### config.mk
export PLATFORM = sky130hd
export DESIGN_NAME = mem_port_arbiter
export DESIGN_NICKNAME = d
export VERILOG_FILES = /design/src/rtl/mem_port_arbiter_pkg.sv /design/src/rtl/mem_port_arbiter_rr_grant.sv /design/src/rtl/mem_port_arbiter.sv
export SDC_FILE = /design/constraint.sdc
export NUM_CORES = 1
export LEC_CHECK = 0
export ABC_CLOCK_PERIOD_IN_PS = 13300
export CAP_MARGIN = 40
export CORE_AREA = 2 2 96 98
export CTS_CLUSTER_DIAMETER = 150
export CTS_CLUSTER_SIZE = 20
export DETAILED_ROUTE_END_ITERATION = 7
export DIE_AREA = 0 0 98 100
export MAX_ROUTING_LAYER = met4
export PLACE_DENSITY = 0.9
export SKIP_LAST_GASP = 1
export SYNTH_ARGS = -nofsm -noshare
export SYNTH_HDL_FRONTEND = slang
export SYNTH_SLANG_ARGS = --single-unit
### constraint.sdc
create_clock -name clk -period 13.3 [get_ports clk]
set_clock_uncertainty 0.1 [all_clocks]
set_input_delay 3.99 -clock clk [delete_from_list [all_inputs] [get_ports clk]]
set_output_delay 3.99 -clock clk [all_outputs]
set_load 0.01 [all_outputs]
### src/rtl/mem_port_arbiter_pkg.sv
// Shared constants and types for the memory-port arbiter.
package mem_port_arbiter_pkg;

   localparam int REQUESTERS      = 3;
   localparam int DATA_WIDTH      = 16;
   localparam int ADDR_WIDTH      = 16;
   localparam int MAX_OUTSTANDING = 4;

   typedef logic [$clog2(REQUESTERS)-1:0] req_id_t;

endpackage

### src/rtl/mem_port_arbiter_rr_grant.sv
// Round-robin picker with a grant lock that holds the winner while the slave stalls.
module mem_port_arbiter_rr_grant #(
   parameter int N  = 3,
   parameter int IW = (N > 1) ? $clog2(N) : 1
) (
   input  logic          clk,
   input  logic          rst_n,
   input  logic [N-1:0]  valid_i,
   input  logic          ready_i,
   input  logic          block_i,
   output logic          gnt_valid_o,
   output logic [IW-1:0] gnt_idx_o,
   output logic          hs_o
);

   logic [IW-1:0] ptr_q, ptr_d;
   logic [IW-1:0] lock_idx_q, lock_idx_d;
   logic          lock_q, lock_d;
   logic [IW-1:0] pick;
   logic          found;

   always_comb begin
      int c;
      found = 1'b0;
      pick  = ptr_q;
      c     = 0;
      for (int i = 0; i < N; i++) begin
         c = int'(ptr_q) + i;
         if (c >= N) c = c - N;
         if (!found && valid_i[IW'(c)]) begin
            found = 1'b1;
            pick  = IW'(c);
         end
      end
      // A stalled grant stays with its owner regardless of new arrivals.
      if (lock_q) begin
         pick  = lock_idx_q;
         found = valid_i[lock_idx_q];
      end

      gnt_valid_o = found && !block_i;
      gnt_idx_o   = pick;
      hs_o        = gnt_valid_o && ready_i;

      ptr_d = ptr_q;
      if (hs_o) ptr_d = (int'(pick) + 1 >= N) ? '0 : pick + 1'b1;
      lock_d     = gnt_valid_o && !ready_i;
      lock_idx_d = pick;
   end

   always_ff @(posedge clk or negedge rst_n) begin
      if (!rst_n) begin
         ptr_q      <= '0;
         lock_q     <= 1'b0;
         lock_idx_q <= '0;
      end else begin
         ptr_q      <= ptr_d;
         lock_q     <= lock_d;
         lock_idx_q <= lock_idx_d;
      end
   end

endmodule

### src/rtl/mem_port_arbiter.sv
// Shares one split read/write slave port between REQUESTERS masters; read
// responses are routed back through an in-order ID FIFO.
module mem_port_arbiter
   import mem_port_arbiter_pkg::REQUESTERS;
   import mem_port_arbiter_pkg::req_id_t;
#(
   parameter int DATA_WIDTH      = mem_port_arbiter_pkg::DATA_WIDTH,
   parameter int ADDR_WIDTH      = mem_port_arbiter_pkg::ADDR_WIDTH,
   parameter int MAX_OUTSTANDING = mem_port_arbiter_pkg::MAX_OUTSTANDING
) (
   input  logic                                 clk,
   input  logic                                 reset_n,
   input  logic [REQUESTERS-1:0][ADDR_WIDTH-1:0] s_r_addr,
   input  logic [REQUESTERS-1:0]                 s_r_avalid,
   output logic [REQUESTERS-1:0]                 s_r_aready,
   output logic [REQUESTERS-1:0]                 s_r_dvalid,
   output logic [DATA_WIDTH-1:0]                 s_r_data,
   input  logic [REQUESTERS-1:0][ADDR_WIDTH-1:0] s_w_addr,
   input  logic [REQUESTERS-1:0][DATA_WIDTH-1:0] s_w_data,
   input  logic [REQUESTERS-1:0]                 s_w_valid,
   output logic [REQUESTERS-1:0]                 s_w_ready,
   output logic [ADDR_WIDTH-1:0]                 m_r_addr,
   output logic                                  m_r_avalid,
   input  logic                                  m_r_aready,
   input  logic                                  m_r_dvalid,
   input  logic [DATA_WIDTH-1:0]                 m_r_data,
   output logic [ADDR_WIDTH-1:0]                 m_w_addr,
   output logic [DATA_WIDTH-1:0]                 m_w_data,
   output logic                                  m_w_valid,
   input  logic                                  m_w_ready,
   output logic                                  err_unexpected
);

   localparam int PW = $clog2(MAX_OUTSTANDING);
   localparam int CW = PW + 1;
   localparam int IW = $bits(req_id_t);

   req_id_t       r_idx, w_idx;
   logic          r_hs, w_hs;
   logic          fifo_full, fifo_empty, push, pop;
   req_id_t       fifo_q [MAX_OUTSTANDING];
   logic [PW-1:0] wptr_q, rptr_q;
   logic [CW-1:0] cnt_q, cnt_d;
   logic          err_q;

   assign fifo_full  = (cnt_q == CW'(MAX_OUTSTANDING));
   assign fifo_empty = (cnt_q == '0);
   assign push       = r_hs;
   assign pop        = m_r_dvalid && !fifo_empty;

   // Full is registered occupancy, so a pop while full frees a grant only next cycle.
   mem_port_arbiter_rr_grant #(.N(REQUESTERS), .IW(IW)) u_rd_grant (
      .clk         (clk),
      .rst_n       (reset_n),
      .valid_i     (s_r_avalid),
      .ready_i     (m_r_aready),
      .block_i     (fifo_full),
      .gnt_valid_o (m_r_avalid),
      .gnt_idx_o   (r_idx),
      .hs_o        (r_hs)
   );

   mem_port_arbiter_rr_grant #(.N(REQUESTERS), .IW(IW)) u_wr_grant (
      .clk         (clk),
      .rst_n       (reset_n),
      .valid_i     (s_w_valid),
      .ready_i     (m_w_ready),
      .block_i     (1'b0),
      .gnt_valid_o (m_w_valid),
      .gnt_idx_o   (w_idx),
      .hs_o        (w_hs)
   );

   always_comb begin
      m_r_addr          = s_r_addr[r_idx];
      s_r_aready        = '0;
      s_r_aready[r_idx] = r_hs;
      m_w_addr          = s_w_addr[w_idx];
      m_w_data          = s_w_data[w_idx];
      s_w_ready         = '0;
      s_w_ready[w_idx]  = w_hs;
      s_r_data          = m_r_data;
      s_r_dvalid        = '0;
      s_r_dvalid[fifo_q[rptr_q]] = pop;
      err_unexpected    = err_q;
   end

   always_comb begin
      cnt_d = cnt_q;
      case ({push, pop})
         2'b10:   cnt_d = cnt_q + 1'b1;
         2'b01:   cnt_d = cnt_q - 1'b1;
         default: cnt_d = cnt_q;
      endcase
   end

   always_ff @(posedge clk or negedge reset_n) begin
      if (!reset_n) begin
         for (int i = 0; i < MAX_OUTSTANDING; i++) fifo_q[i] <= '0;
         wptr_q <= '0;
         rptr_q <= '0;
         cnt_q  <= '0;
         err_q  <= 1'b0;
      end else begin
         if (push) begin
            fifo_q[wptr_q] <= r_idx;
            wptr_q         <= wptr_q + 1'b1;
         end
         if (pop) rptr_q <= rptr_q + 1'b1;
         cnt_q <= cnt_d;
         if (m_r_dvalid && fifo_empty) err_q <= 1'b1;
      end
   end

endmodule

# Yosys cells after proc, flatten, opt, wreduce, memory -nomap -nowiden
# Index checks and enable logic that the tools add are counted.
[word_totals]
register_bits = 26
out_inout_bits = 76
elab_cells = 155
[op_classes]
addsub = 18
magnitude_cmp = 25
eq_ne = 3
n_mux = 65
n_bitwise = 5
reduce_logical = 25
[ops]
columns = ["op", "n"]
rows = [
  ["$bmux W16 S2", 3],
  ["$ge A32 B3 Y1 const B", 2],
  ["$mux W16", 3],
  ["$mux W2", 19],
  ["$mux W1", 25],
  ["$lt A2 B4 Y1 const B", 6],
  ["$bmux W1 S2", 8],
  ["$logic_and A1 B1 Y1", 15],
  ["$lt A2 B3 Y1 const B", 5],
  ["$add A2 B1 Y3 const B", 4],
  ["$ge A3 B2 Y1 const B", 4],
  ["$and A3 B3 Y3", 3],
  ["$add A2 B1 Y2 const B", 4],
  ["$bwmux W8", 1],
  ["$logic_not A1 Y1", 8],
  ["$sub A2 B1 Y2 const B", 4],
  ["$add A2 B2 Y3 const B", 2],
  ["$demux W1 S2", 3],
  ["$ge A2 B1 Y1 const B", 3],
  ["$ge A3 B3 Y1 const B", 2],
  ["$not A2 Y3", 2],
  ["$pmux W3 S2", 1],
  ["$bmux W2 S2", 1],
  ["$demux W2 S2", 1],
  ["10 further kinds", 12],
]

# Longest topological paths before layout
# Gate-level depths: netlist of the first run.
[depth]
ltp_word = 18
mapped_depth = 15
depth_no_buf = 13

# Cells and area by module
# From an unflattened synthesis of the first run, not the netlist that was laid out.
[hier_totals]
hier_cells = 372
hier_area_um2 = 3093.0
[modules_own_cells]
columns = ["mod", "instances", "cells_each", "area_each_um2", "seq_area_each_um2"]
rows = [
  ["mem_port_arbiter", 1, 248, 1961.9, 400.4],
  ["mem_port_arbiter_rr_grant", 2, 62, 565.5, 125.1],
]

# Least setup slack after synthesis of the first run
# No wires, ideal clock.
[synth_path]
kind = "input port to output port"
start = "in s_w_valid[1]"
end = "out m_w_addr[10]"
arrival_time_ns = 5.801
setup_slack_ns = 3.409
path_stages = 8
path_buffers = 2
path_cell_list = "buf_2 a221o_1 o32a_1 o32a_1 or2_1 a31o_4 buf_6 a221o_1"
[synth_between]
elab_chain_len = 13
word_cells_on_any_way = 21
[synth_lines]
columns = ["item", "line_no", "source"]
rows = [
  ["start, declared", "mem_port_arbiter.sv:20", "input logic [REQUESTERS-1:0] s_w_valid,"],
  ["$bmux W1 S2", "mem_port_arbiter_rr_grant.sv:30", "if (!found && valid_i[IW'(c)]) begin"],
  ["$mux W1 (not written as such) (2 in a row)", "mem_port_arbiter_rr_grant.sv:30", ""],
  ["$mux W1", "mem_port_arbiter_rr_grant.sv:30", ""],
  ["$logic_not A1 Y1", "mem_port_arbiter_rr_grant.sv:30", ""],
  ["$logic_and A1 B1 Y1", "mem_port_arbiter_rr_grant.sv:30", ""],
  ["$mux W1", "mem_port_arbiter_rr_grant.sv:30", ""],
  ["$logic_not A1 Y1", "mem_port_arbiter_rr_grant.sv:30", ""],
  ["$logic_and A1 B1 Y1", "mem_port_arbiter_rr_grant.sv:30", ""],
  ["$mux W2 *", "mem_port_arbiter_rr_grant.sv:30", ""],
  ["$mux W2 *", "mem_port_arbiter_rr_grant.sv:36", "if (lock_q) begin"],
  ["$bmux W16 S2 *", "mem_port_arbiter.sv:78", "m_w_addr = s_w_addr[w_idx];"],
  ["$mux W16 (not written as such) *", "mem_port_arbiter.sv:78", ""],
  ["end, declared", "mem_port_arbiter.sv:27", "output logic [ADDR_WIDTH-1:0] m_w_addr,"],
]
# Mark *: on every way between the ends. The rest lies on a longest branch, timed or not. The select of a mux whose other input is x is not followed.

# Final worst setup path of the first run
[layout_path]
start = "in s_w_valid[1]"
end = "out m_w_data[14]"
[layout_between]
elab_chain_len = 13
word_cells_on_any_way = 21
[layout_lines]
columns = ["item", "line_no", "source"]
rows = [
  ["$bmux W1 S2", "mem_port_arbiter_rr_grant.sv:30", ""],
  ["$mux W1 (not written as such) (2 in a row)", "mem_port_arbiter_rr_grant.sv:30", ""],
  ["$mux W1", "mem_port_arbiter_rr_grant.sv:30", ""],
  ["$logic_not A1 Y1", "mem_port_arbiter_rr_grant.sv:30", ""],
  ["$logic_and A1 B1 Y1", "mem_port_arbiter_rr_grant.sv:30", ""],
  ["$mux W1", "mem_port_arbiter_rr_grant.sv:30", ""],
  ["$logic_not A1 Y1", "mem_port_arbiter_rr_grant.sv:30", ""],
  ["$logic_and A1 B1 Y1", "mem_port_arbiter_rr_grant.sv:30", ""],
  ["$mux W2 *", "mem_port_arbiter_rr_grant.sv:30", ""],
  ["$mux W2 *", "mem_port_arbiter_rr_grant.sv:36", ""],
  ["$bmux W16 S2 *", "mem_port_arbiter.sv:79", "m_w_data = s_w_data[w_idx];"],
  ["$mux W16 (not written as such) *", "mem_port_arbiter.sv:79", ""],
  ["end, declared", "mem_port_arbiter.sv:28", "output logic [DATA_WIDTH-1:0] m_w_data,"],
]
# Marked as above.

==> out/metrics.cfg, run 1 <==
[run_status]
outcome=finished clean

[place]
gp_congestion=0.917
hpwl_mm=9.33
preCtsSetupSlack_ns=1.96
port-buffer-count=214

[timing]
finalCriticalPeriod_ns=11.38
fin_crit_sh_pct=85.6
setup_viol=0
timing_hold_violations_final=0
worst_slew_margin_rel_pct=44.7
tightestPinTransition_ns=0.829
achievable-frequency_mhz=87.9
rsz0062_at_grt=false
final_critical_path_setup_slack_ns=1.92
holdWs_ns=0.374
max_slew_vio_count=0
tns_ns=0

[synthesis]
synth-compound-area-share_pct=30.0
count_of_distinct_cell_types_in_the_synthesized_netlist=60
ys_dominant_reg_cell=dfrtp_1
synth_fa_ha_area_share_pct=4.82
synth.net_count=556
share_of_synthesized_cell_area_in_and_or_nand_and_nor_gates_pct=19.8
synth_async_sr_flop_share_pct=100
synth.yosys.seq_area_share_pct=19.9
synthesis.yosys.warnings=0
post_synth_xor_area_fraction_pct=1.61
muxShareOfSynthArea_pct=12.7
syn_area_um2=3270
ys_seq_elements=26
post_synth.cell_area_avg_um2=8.76
synth-edff-count=0
synthesis.instances=373
combinational_family_with_the_most_area_after_synthesis=compound AO/OA/AOI/OAI gates

[run]
drv_cap=0

[clock_network]
tritoncts_num_sinks=26
post_cts_repair_setup_buffers=0
cts_htree_levels=1
post_cts_resize_count=0
clk_pin_slew_worst_paths_ns=0.08
cts-buffers-inserted=3
tritoncts_clock_tree=done
cts.root.buffer_cell=clkbuf_8
holdBufCountCts=0
clockBufferDepth=2
worstSkewPairLatency_ns=0.27

[floorplan]
dieArea_um2=9800
core_um2=8890
floorplan.rows=35
die_h_um=100
die_x_um=98
initial_utilization_pct=36.8
pin_count=247

[power_and_ir_drop]
irDropWorstVdd_v=0.000177
power-per-cell-area_nw_per_um2=277
total_leakage_power_uw=0.00210
total_power_uw=1500

[critical_path]
crit_path_start_kind=primary input
worst_path_max_delay_cell=a22o_1
setup.worst_path.class=primary input to output port
critPathRequiredTime_ns=9.21
path_delay_family=buffers and inverters
worst-path-max-fanout=18
cpPeakStageDelay_ns=0.65
crit_buf_inv=3
end_kind=output port
critical_path.cell_chain=clkdlybuf4s50_1 > nor2b_1 > o32a_1 > o32a_1 > nor3_1 > a22o_1 > buf_8 > a221o_1 > clkdlybuf4s50_1
crit_arrival_ns=7.29

[finish]
antenna-diode-count=0
flow.area_growth_from_synthesis_pct=65.4
mostFrequentLayoutCells=214 x clkdlybuf4s50_1, 39 x nor2b_1, 34 x a221o_1
layout.cells.most_common=clkdlybuf4s50_1
fill_cell_count=742
fin_util_pct=60.8
finish.net_count=736
drive_gt1_share_pct=5.98

[routing]
final_antenna_net_count=0
tritonroute_pass_1_iters=4
vias_per_cell=5.70
detail_route.drc_violations=0
vias=3777
wl_mm=11.4
first_iter_violations=160
avgRoutedWirePerCell_um=17.2

[grt]
global_route.overflow_total=0
first_global_vias=3650
grt_pass1_wl_mm=17.8
grtUsageTotal_pct=22.4
grt_antenna_before_repair=0
pin_count_of_the_biggest_net_entering_global_routing=34

[worst_hold_path]
worst_hold_path_type=register to register

[cell families after synthesis]
kind of cell,count (synthesis)
flops,26
xor+xnor,6
compound gates,113
buf+inv,65
fa+ha+maj,12
simple gates,116
mux,35
[flip-flops by register name (all words and copies together), names as in the netlist]
name / cells
u_rd_grant.lock_q: 1
cnt_q: 3
rptr_q: 2
wptr_q: 2
u_rd_grant.ptr_q: 2
u_wr_grant.lock_idx_q: 2
u_wr_grant.ptr_q: 2
fifo_q: 8
err_unexpected: 1
u_rd_grant.lock_idx_q: 2
u_wr_grant.lock_q: 1
[per-layer routing]
layer	vias to the layer above	part of all wire [%]	GRT usage [%]
met2	169	51	40.4
met4	0	1.4	5.24
met3	22	6.4	3.13
met1	1823	41	26.7
li1	1763	-	-
met5	-	0	-
[worst paths after layout]
check / cells past startpoint / end / slack, ns / start
hold reg to reg: 1 / err_unexpected$_DFFE_PN0P_ / 0.37 / err_unexpected$_DFFE_PN0P_
min in group asynchronous: 1 / fifo_q[3]$_DFFE_PN0P_ / 3.95 / reset_n
hold / removal: 1 / err_unexpected$_DFFE_PN0P_ / 0.37 / err_unexpected$_DFFE_PN0P_
setup / recovery: 9 / m_w_data[14] / 1.92 / s_w_valid[1]
setup reg to reg: 13 / cnt_q[2]$_DFFE_PN0P_ / 9.80 / u_rd_grant.ptr_q[0]$_DFFE_PN0P_
max in group asynchronous: 2 / u_wr_grant.lock_q$_DFF_PN0_ / 8.70 / reset_n
[area by class of cell]
class | instances | area [µm²] | share of cell area (%)
Sequential cell | 26 | 651 | 12.0
Clock buffer | 4 | 55.1 | 1.02
Timing Repair Buffer | 219 | 2210 | 41.0
Tap cell | 111 | 139 | 2.57
Inverter | 21 | 78.8 | 1.46
Multi-Input combinational cell | 282 | 2270 | 41.9
[metrics by stage]
stage | std cells | cell area, µm²
finish | 663 | 5400
global route | 663 | 5400
CTS | 663 | 5400
detailed placement | 659 | 5350
global placement | 656 | 5290
floorplan | 373 | 3270
[cells in the mapped netlist, types with 2 or more instances]
library cell / count / area [µm²]
mux4_2: 2 / 45.0
a32oi_1: 2 / 17.5
nand2_1: 17 / 63.8
a221o_1: 34 / 340
inv_1: 21 / 78.8
a21o_1: 2 / 15.0
o221ai_1: 2 / 17.5
a31oi_1: 3 / 18.8
clkbuf_1: 9 / 33.8
nor4_1: 2 / 12.5
nor2b_1: 39 / 244
o22ai_1: 2 / 12.5
mux2i_1: 22 / 220
or2_1: 2 / 12.5
xnor2_1: 4 / 35.0
buf_6: 5 / 56.3
nand3b_1: 3 / 22.5
buf_4: 19 / 143
mux2_2: 4 / 45.0
and3_1: 2 / 12.5
and3b_1: 2 / 17.5
and2_1: 2 / 12.5
o32a_1: 2 / 20.0
nand2b_1: 6 / 37.5
nor2_1: 23 / 86.3
o21ai_0: 9 / 45.0
xor2_1: 2 / 17.5
nand3_1: 2 / 10.0
o2bb2ai_1: 16 / 140
a221oi_1: 17 / 149
ha_1: 11 / 138
mux2_4: 7 / 105
a21oi_1: 6 / 30.0
nor3_1: 7 / 35.0
dfrtp_1: 26 / 651
buf_2: 10 / 50.1
a21boi_0: 3 / 22.5
o31ai_1: 2 / 15.0
and2_4: 3 / 26.3
[report_power, final]
| group | switching [µW] | internal (µW) | total [µW] |
|---|---|---|---|
| Sequential | 42.2 | 119 | 161 |
| Clock | 23.3 | 26.4 | 49.7 |
| Combinational | 603 | 686 | 1290 |
| Total | 668 | 831 | 1500 |
Note: power is estimated with default switching activity, not from simulation.
==> run 2: changes to the inputs <==
--- a/config.mk
+++ b/config.mk
@@ -15,6 +15,7 @@
 export MAX_ROUTING_LAYER = met4
 export PLACE_DENSITY = 0.9
 export SKIP_LAST_GASP = 1
+export SLEW_MARGIN = 20
 export SYNTH_ARGS = -nofsm -noshare
 export SYNTH_HDL_FRONTEND = slang
 export SYNTH_SLANG_ARGS = --single-unit
==> run 2 against run 1 <==
Against the previous run:
- worst setup slack improved by 0.086 ns
- flip-flop and latch count did not move
- wire length fell by 1.1%
- non-clock buffer count fell by 1
- die area did not move
- clock-buffer cell count fell by 1
- largest cell class unchanged
- highest routed layer unchanged
==> out/metrics.cfg, run 2 (same netlist as run 1, synthesis figures left out) <==
[clock_network]
tritoncts_num_sinks=26  ; unchanged
tritoncts_clock_tree=done
worstSkewPairLatency_ns=0.27  ; about the same
post_cts_repair_setup_buffers=0  ; unchanged
holdBufCountCts=0  ; unchanged
post_cts_resize_count=0  ; unchanged
cts_htree_levels=1  ; unchanged
clk_pin_slew_worst_paths_ns=0.08  ; about the same
cts.root.buffer_cell=clkbuf_8
cts-buffers-inserted=3  ; unchanged
clockBufferDepth=2  ; unchanged

[finish]
mostFrequentLayoutCells=214 x clkdlybuf4s50_1, 39 x nor2b_1, 34 x a221o_1
layout.cells.most_common=clkdlybuf4s50_1
drive_gt1_share_pct=5.82  ; -0.16 points
largest_register_ff_count=8  ; unchanged
finish.net_count=735  ; -0.14%
top_regs=fifo_q x8, cnt_q x3
largest_register=fifo_q
final_cell_area_um2=5360  ; -0.74%
flow.area_growth_from_synthesis_pct=64.1
antenna-diode-count=0  ; unchanged

[critical_path]
worst-path-max-fanout=25  ; +7
crit_arrival_ns=7.21  ; -0.08 ns
critical_path.cell_chain=clkdlybuf4s50_1 > a221oi_1 > a32oi_1 > o221ai_1 > a31oi_2 > buf_4 > and3b_1 > o2bb2ai_1 > clkdlybuf4s50_1
critical-path-top-cell-by-count=clkdlybuf4s50_1
end_kind=output port
crit_buf_inv=3  ; unchanged
timing.reg2reg.setup_slack_ns=9.81  ; about the same
critPathRequiredTime_ns=9.21  ; about the same
cpPeakStageDelay_ns=0.65  ; about the same
setup.worst_path.class=primary input to output port
crit_path_start_kind=primary input
path_delay_family=buffers and inverters
worst_path_max_delay_cell=clkdlybuf4s50_1

[routing]
vias=3675  ; -2.7%
vias_per_cell=5.56  ; -2.4%
dr_wl_met3_um=777  ; +6.6%
wl_mm=11.3  ; -1.1%
avgRoutedWirePerCell_um=17.1  ; -0.82%
detail_route.drc_violations=0  ; unchanged
tritonroute_pass_1_iters=5  ; +1
first_iter_violations=127  ; -21%
final_antenna_net_count=0  ; unchanged
topRoutingLayerUsed=met4
drt-met1-wl_mm=4.57  ; -2.2%
wl_met2_mm=5.66  ; -3.6%

[timing]
worst_slew_margin_rel_pct=44.2  ; -0.56 points
finalCriticalPeriod_ns=11.30  ; -0.0865 ns
achievable-frequency_mhz=88.5  ; +0.77%
tightestPinTransition_ns=0.838  ; +0.00833 ns
setup_viol=0  ; unchanged
holdWs_ns=0.374  ; +0.000505 ns
timing_hold_violations_final=0  ; unchanged
final_critical_path_setup_slack_ns=2.00  ; +0.0865 ns
tns_ns=0  ; unchanged
fin_crit_sh_pct=84.9  ; -0.65 points
rsz0062_at_grt=false
max_slew_vio_count=0  ; unchanged

[power_and_ir_drop]
total_leakage_power_uw=0.00208  ; -0.92%
total_power_uw=1480  ; -1.3%
irDropWorstVdd_v=0.000169  ; -5.0%
power-per-cell-area_nw_per_um2=276  ; -0.53%

[floorplan]
initial_utilization_pct=36.8  ; unchanged
core_um2=8890  ; unchanged
die_x_um=98  ; unchanged
pin_count=247  ; unchanged
die_h_um=100  ; unchanged
floorplan.rows=35  ; unchanged
dieArea_um2=9800  ; unchanged

[place]
port-buffer-count=214  ; unchanged
placed_cell_area_um2=5320  ; -0.49%
hpwl_mm=9.22  ; -1.2%
gp_congestion=0.917  ; unchanged
preCtsSetupSlack_ns=2.04  ; +0.0848 ns

[grt]
grt_pass1_wl_mm=17.5  ; -1.7%
first_global_vias=3674  ; +0.66%
grtUsageTotal_pct=22.1  ; -0.31 points
pin_count_of_the_biggest_net_entering_global_routing=35  ; +2.9%
global_route.overflow_total=0  ; unchanged
grt_antenna_before_repair=0  ; unchanged

[worst_hold_path]
worst_hold_path_type=register to register

[run]
drv_cap=0  ; unchanged

[run_status]
outcome=finished clean

==> run 2: cell types whose count changed in the layout (fill, tap and decap cells not counted) <==
cell	previous run	this run
clkbuf_8	4	3
buf_16	1	0
a22o_1	1	0
a22o_2	0	1
==> run 2: worst paths after layout <==
path | from | end | depth (start not counted)
min in group asynchronous | reset_n | fifo_q[3]$_DFFE_PN0P_ | 1
hold / removal | err_unexpected$_DFFE_PN0P_ | err_unexpected$_DFFE_PN0P_ | 1
hold reg to reg | err_unexpected$_DFFE_PN0P_ | err_unexpected$_DFFE_PN0P_ | 1
setup / recovery | s_r_avalid[2] | m_r_addr[6] | 9
setup reg to reg | u_rd_grant.ptr_q[0]$_DFFE_PN0P_ | cnt_q[2]$_DFFE_PN0P_ | 13
max in group asynchronous | reset_n | u_rd_grant.ptr_q[1]$_DFFE_PN0P_ | 2
==> run 2: cell type report <==
type / instances / area, µm²
fill: 751 / 3530
multi-input combinational: 282 / 2270
timing repair buffer: 218 / 2190
sequential: 26 / 651
tap: 111 / 139
inverter: 21 / 78.8
clock buffer: 3 / 41.3
==> run 2: routing by layer <==
metal	up-vias	global-route usage, %
met5	-	-
met4	0	7.05
met3	31	3.76
met2	163	39.4
met1	1725	25.5
li1	1756	-
==> run 2: where the power goes <==
| group | total, µW | internal (µW) | switching, µW |
|---|---|---|---|
| clock network | 42.9 | 20.3 | 22.7 |
| logic | 1280 | 677 | 599 |
| registers | 161 | 119 | 42.5 |
==> run 2: metrics by stage <==
step                      util [%]  cells
final                         60.3    661
after global routing          60.3    661
after CTS                     60.3    661
after detailed placement      59.9    658
after global placement        59.5    656
after floorplan                  -    373
==> run 3: changes to the inputs <==
--- a/config.mk
+++ b/config.mk
@@ -5,15 +5,15 @@
 export SDC_FILE = /design/constraint.sdc
 export NUM_CORES = 1
 export LEC_CHECK = 0
-export ABC_CLOCK_PERIOD_IN_PS = 13300
+export ABC_CLOCK_PERIOD_IN_PS = 11520
 export CAP_MARGIN = 40
-export CORE_AREA = 2 2 96 98
+export CORE_ASPECT_RATIO = 1.75
+export CORE_UTILIZATION = 35
 export CTS_CLUSTER_DIAMETER = 150
 export CTS_CLUSTER_SIZE = 20
 export DETAILED_ROUTE_END_ITERATION = 7
-export DIE_AREA = 0 0 98 100
 export MAX_ROUTING_LAYER = met4
-export PLACE_DENSITY = 0.9
+export PLACE_DENSITY = 0.85
 export SKIP_LAST_GASP = 1
 export SLEW_MARGIN = 20
 export SYNTH_ARGS = -nofsm -noshare
==> constraint.sdc (replaced) <==
create_clock -name clk -period 11.52 [get_ports clk]
set_clock_uncertainty 0.1 [all_clocks]
set_input_delay 3.456 -clock clk [delete_from_list [all_inputs] [get_ports clk]]
set_output_delay 3.456 -clock clk [all_outputs]
set_load 0.01 [all_outputs]
==> run 3 against run 2 <==
Against the previous run:
- via count grew 2.6%
- flip-flop and latch count is the same
- design area up 1.4%
- largest power group unchanged
- worst setup slack worse by 0.59 ns
- critical path depth decreased by 1
- combinational power rose by 16%
- sequential power is 14% higher
- cell count grew 1.7%
- non-clock buffer count grew 1
- sequential share of layout area decreased by 0.16 points
- clock power up 130%
- wire length grew 5.8%
==> out/metrics.cfg, run 3 (same netlist as run 1, synthesis figures left out) <==
[run_status]
outcome=finished clean

[floorplan]
initial_utilization_pct=36.2  ; -0.60 points
pin_count=247  ; unchanged
core_um2=9040  ; +1.6%
dieArea_um2=9740  ; -0.58%
die_h_um=130  ; +30%
die_x_um=75.0  ; -23%
floorplan.rows=46  ; +31%

[power_and_ir_drop]
net-switching-power_uw=776  ; +17%
irDropWorstVdd_v=0.000194  ; +15%
total_power_uw=1770  ; +19%
total_leakage_power_uw=0.00211  ; +1.5%
swShare_pct=44.0  ; -0.92 points
power.sequential.fraction_pct=10.4  ; -0.5 points
power-per-cell-area_nw_per_um2=325  ; +18%
cell_internal_pwr_uw=990  ; +21%
pwr-share-comb_pct=84.0  ; -2.2 points
clockPowerShare_pct=5.6  ; +2.7 points

[timing]
finalCriticalPeriod_ns=10.10
holdWs_ns=0.398  ; +0.0240 ns
max_slew_vio_count=0  ; unchanged
tightestPinTransition_ns=0.748  ; -0.0892 ns
worst_slew_margin_rel_pct=50.1  ; +5.9 points
timing_hold_violations_final=0  ; unchanged
setup_viol=0  ; unchanged
final_critical_path_setup_slack_ns=1.42  ; -0.586 ns
fin_crit_sh_pct=87.7
rsz0062_at_grt=false
tns_ns=0  ; unchanged
achievable-frequency_mhz=99.0

[critical_path]
path_delay_family=buffers and inverters
r2r_start=u_rd_grant.ptr_q[0]$_DFFE_PN0P_
crit_path_start_kind=primary input
end_kind=output port
cpPeakStageDelay_ns=0.55  ; -0.10 ns
worst-path-max-fanout=17  ; -32%
critical-path-top-cell-by-count=clkdlybuf4s50_1
crit_buf_inv=2  ; -1
timing.reg2reg.worst_path_depth=13  ; unchanged
timing.reg2reg.setup_slack_ns=8.02  ; -1.79 ns
critical_path.cell_chain=clkdlybuf4s50_1 > mux2_4 > a221o_1 > or2_1 > o22ai_4 > and3b_1 > o2bb2ai_1 > clkdlybuf4s50_1
critPathRequiredTime_ns=7.96  ; -1.25 ns
r2r_end=cnt_q[2]$_DFFE_PN0P_
worst_path_max_delay_cell=clkdlybuf4s50_1
setup.worst_path.class=primary input to output port
crit_arrival_ns=6.55  ; -0.66 ns

[finish]
layout.cells.most_common=clkdlybuf4s50_1
antenna-diode-count=0  ; unchanged
flow.area_growth_from_synthesis_pct=66.4
largest_register_ff_count=8  ; unchanged
largest_register=fifo_q
finish.net_count=736  ; +0.14%
top_regs=fifo_q x8, cnt_q x3
mostFrequentLayoutCells=214 x clkdlybuf4s50_1, 39 x nor2b_1, 34 x a221o_1
drive_gt1_share_pct=5.98  ; +0.16 points
final_cell_area_um2=5440  ; +1.4%

[clock_network]
tritoncts_clock_tree=done
cts_htree_levels=1  ; unchanged
post_cts_resize_count=0  ; unchanged
cts-buffers-inserted=3  ; unchanged
cts.root.buffer_cell=clkbuf_16
holdBufCountCts=0  ; unchanged
clk_pin_slew_worst_paths_ns=0.06  ; -0.02 ns
tritoncts_num_sinks=26  ; unchanged
post_cts_repair_setup_buffers=0  ; unchanged
worstSkewPairLatency_ns=0.26  ; about the same
clockBufferDepth=2  ; unchanged

[place]
gp_congestion=0.952  ; +3.8%
placed_cell_area_um2=5330  ; +0.19%
port-buffer-count=214  ; unchanged
hpwl_mm=9.74  ; +5.6%
preCtsSetupSlack_ns=1.42  ; -0.626 ns

[routing]
first_iter_violations=164  ; +29%
wl_mm=12.0  ; +5.8%
vias_per_cell=5.61  ; +0.88%
vias=3769  ; +2.6%
final_antenna_net_count=0  ; unchanged
avgRoutedWirePerCell_um=17.8  ; +4.1%
detail_route.drc_violations=0  ; unchanged
tritonroute_pass_1_iters=6  ; +1

[grt]
grt_pass1_wl_mm=17.6  ; +0.56%
global_route.overflow_total=0  ; unchanged
first_global_vias=3706  ; +0.87%
grt_antenna_before_repair=0  ; unchanged
grtUsageTotal_pct=23.8  ; +1.7 points
pin_count_of_the_biggest_net_entering_global_routing=35  ; unchanged

[worst_hold_path]
worst_hold_path_type=register to register
whs_endpoint=err_unexpected$_DFFE_PN0P_
min_from=err_unexpected$_DFFE_PN0P_
cell_depth_of_the_worst_min_delay_path=1  ; unchanged

[run]
drv_cap=0  ; unchanged

==> run 3: cell type report <==
type	instances	area (µm²)
clock inverters	1	30.0
multi-input cells	282	2270
clock buffers	3	75.1
well taps	120	150
inverters	21	78.8
flip-flops and latches	26	651
repair buffers	219	2190
fillers	789	3600
==> run 3: routing by layer <==
metal | wire (µm) | GRT usage (%) | vias up
met1 | 3920 | 21.4 | 1797
met4 | 232 | 6.44 | 0
li1 | - | - | 1759
met2 | 6620 | 47.0 | 191
met3 | 1180 | 5.87 | 22
met5 | 0 | - | -
==> run 3: worst max path at each step <==
stage             startpoint           end  slack (ns)  depth (start not counted)
2_1_floorplan   s_w_valid[1]  m_w_addr[10]        2.70                          8
6_report       s_r_avalid[2]   m_r_addr[4]        1.42                          8
4_1_cts        s_r_avalid[2]   m_r_addr[4]        1.40                          8
3_5_place_dp   s_r_avalid[2]   m_r_addr[4]        1.42                          8
3_3_place_gp   s_r_avalid[2]  m_r_addr[11]        1.52                          8
5_1_grt        s_r_avalid[2]   m_r_addr[4]        1.27                          8
==> run 3: worst register-to-register path, stage by stage, from the launching register on <==
cell     delay (ns)
dfrtp_1        0.44
inv_1          0.11
ha_1           0.29
mux2_4         0.33
a221o_1        0.32
or3b_1         0.43
and3_4         0.23
inv_1          0.11
ha_1           0.19
inv_1          0.06
fa_1           0.37
xor2_1         0.15
nor2_1         0.11
xor2_1         0.17
==> run 3: power by group through the flow <==
stage | Clock, µW | Sequential [µW] | Combinational, µW
finish | 99.0 | 183 | 1480
global route | 104 | 191 | 1600
CTS | 101 | 183 | 1490
detailed placement | 0 | 184 | 1480
global placement | 0 | 180 | 1450
floorplan | 0 | 167 | 907
==> run 3: per-stage QoR <==
step	util (%)	std cells
after global routing	60.2	672
final	60.2	672
after CTS	60.2	672
after detailed placement	59.0	668
after global placement	58.8	667
after floorplan	-	373
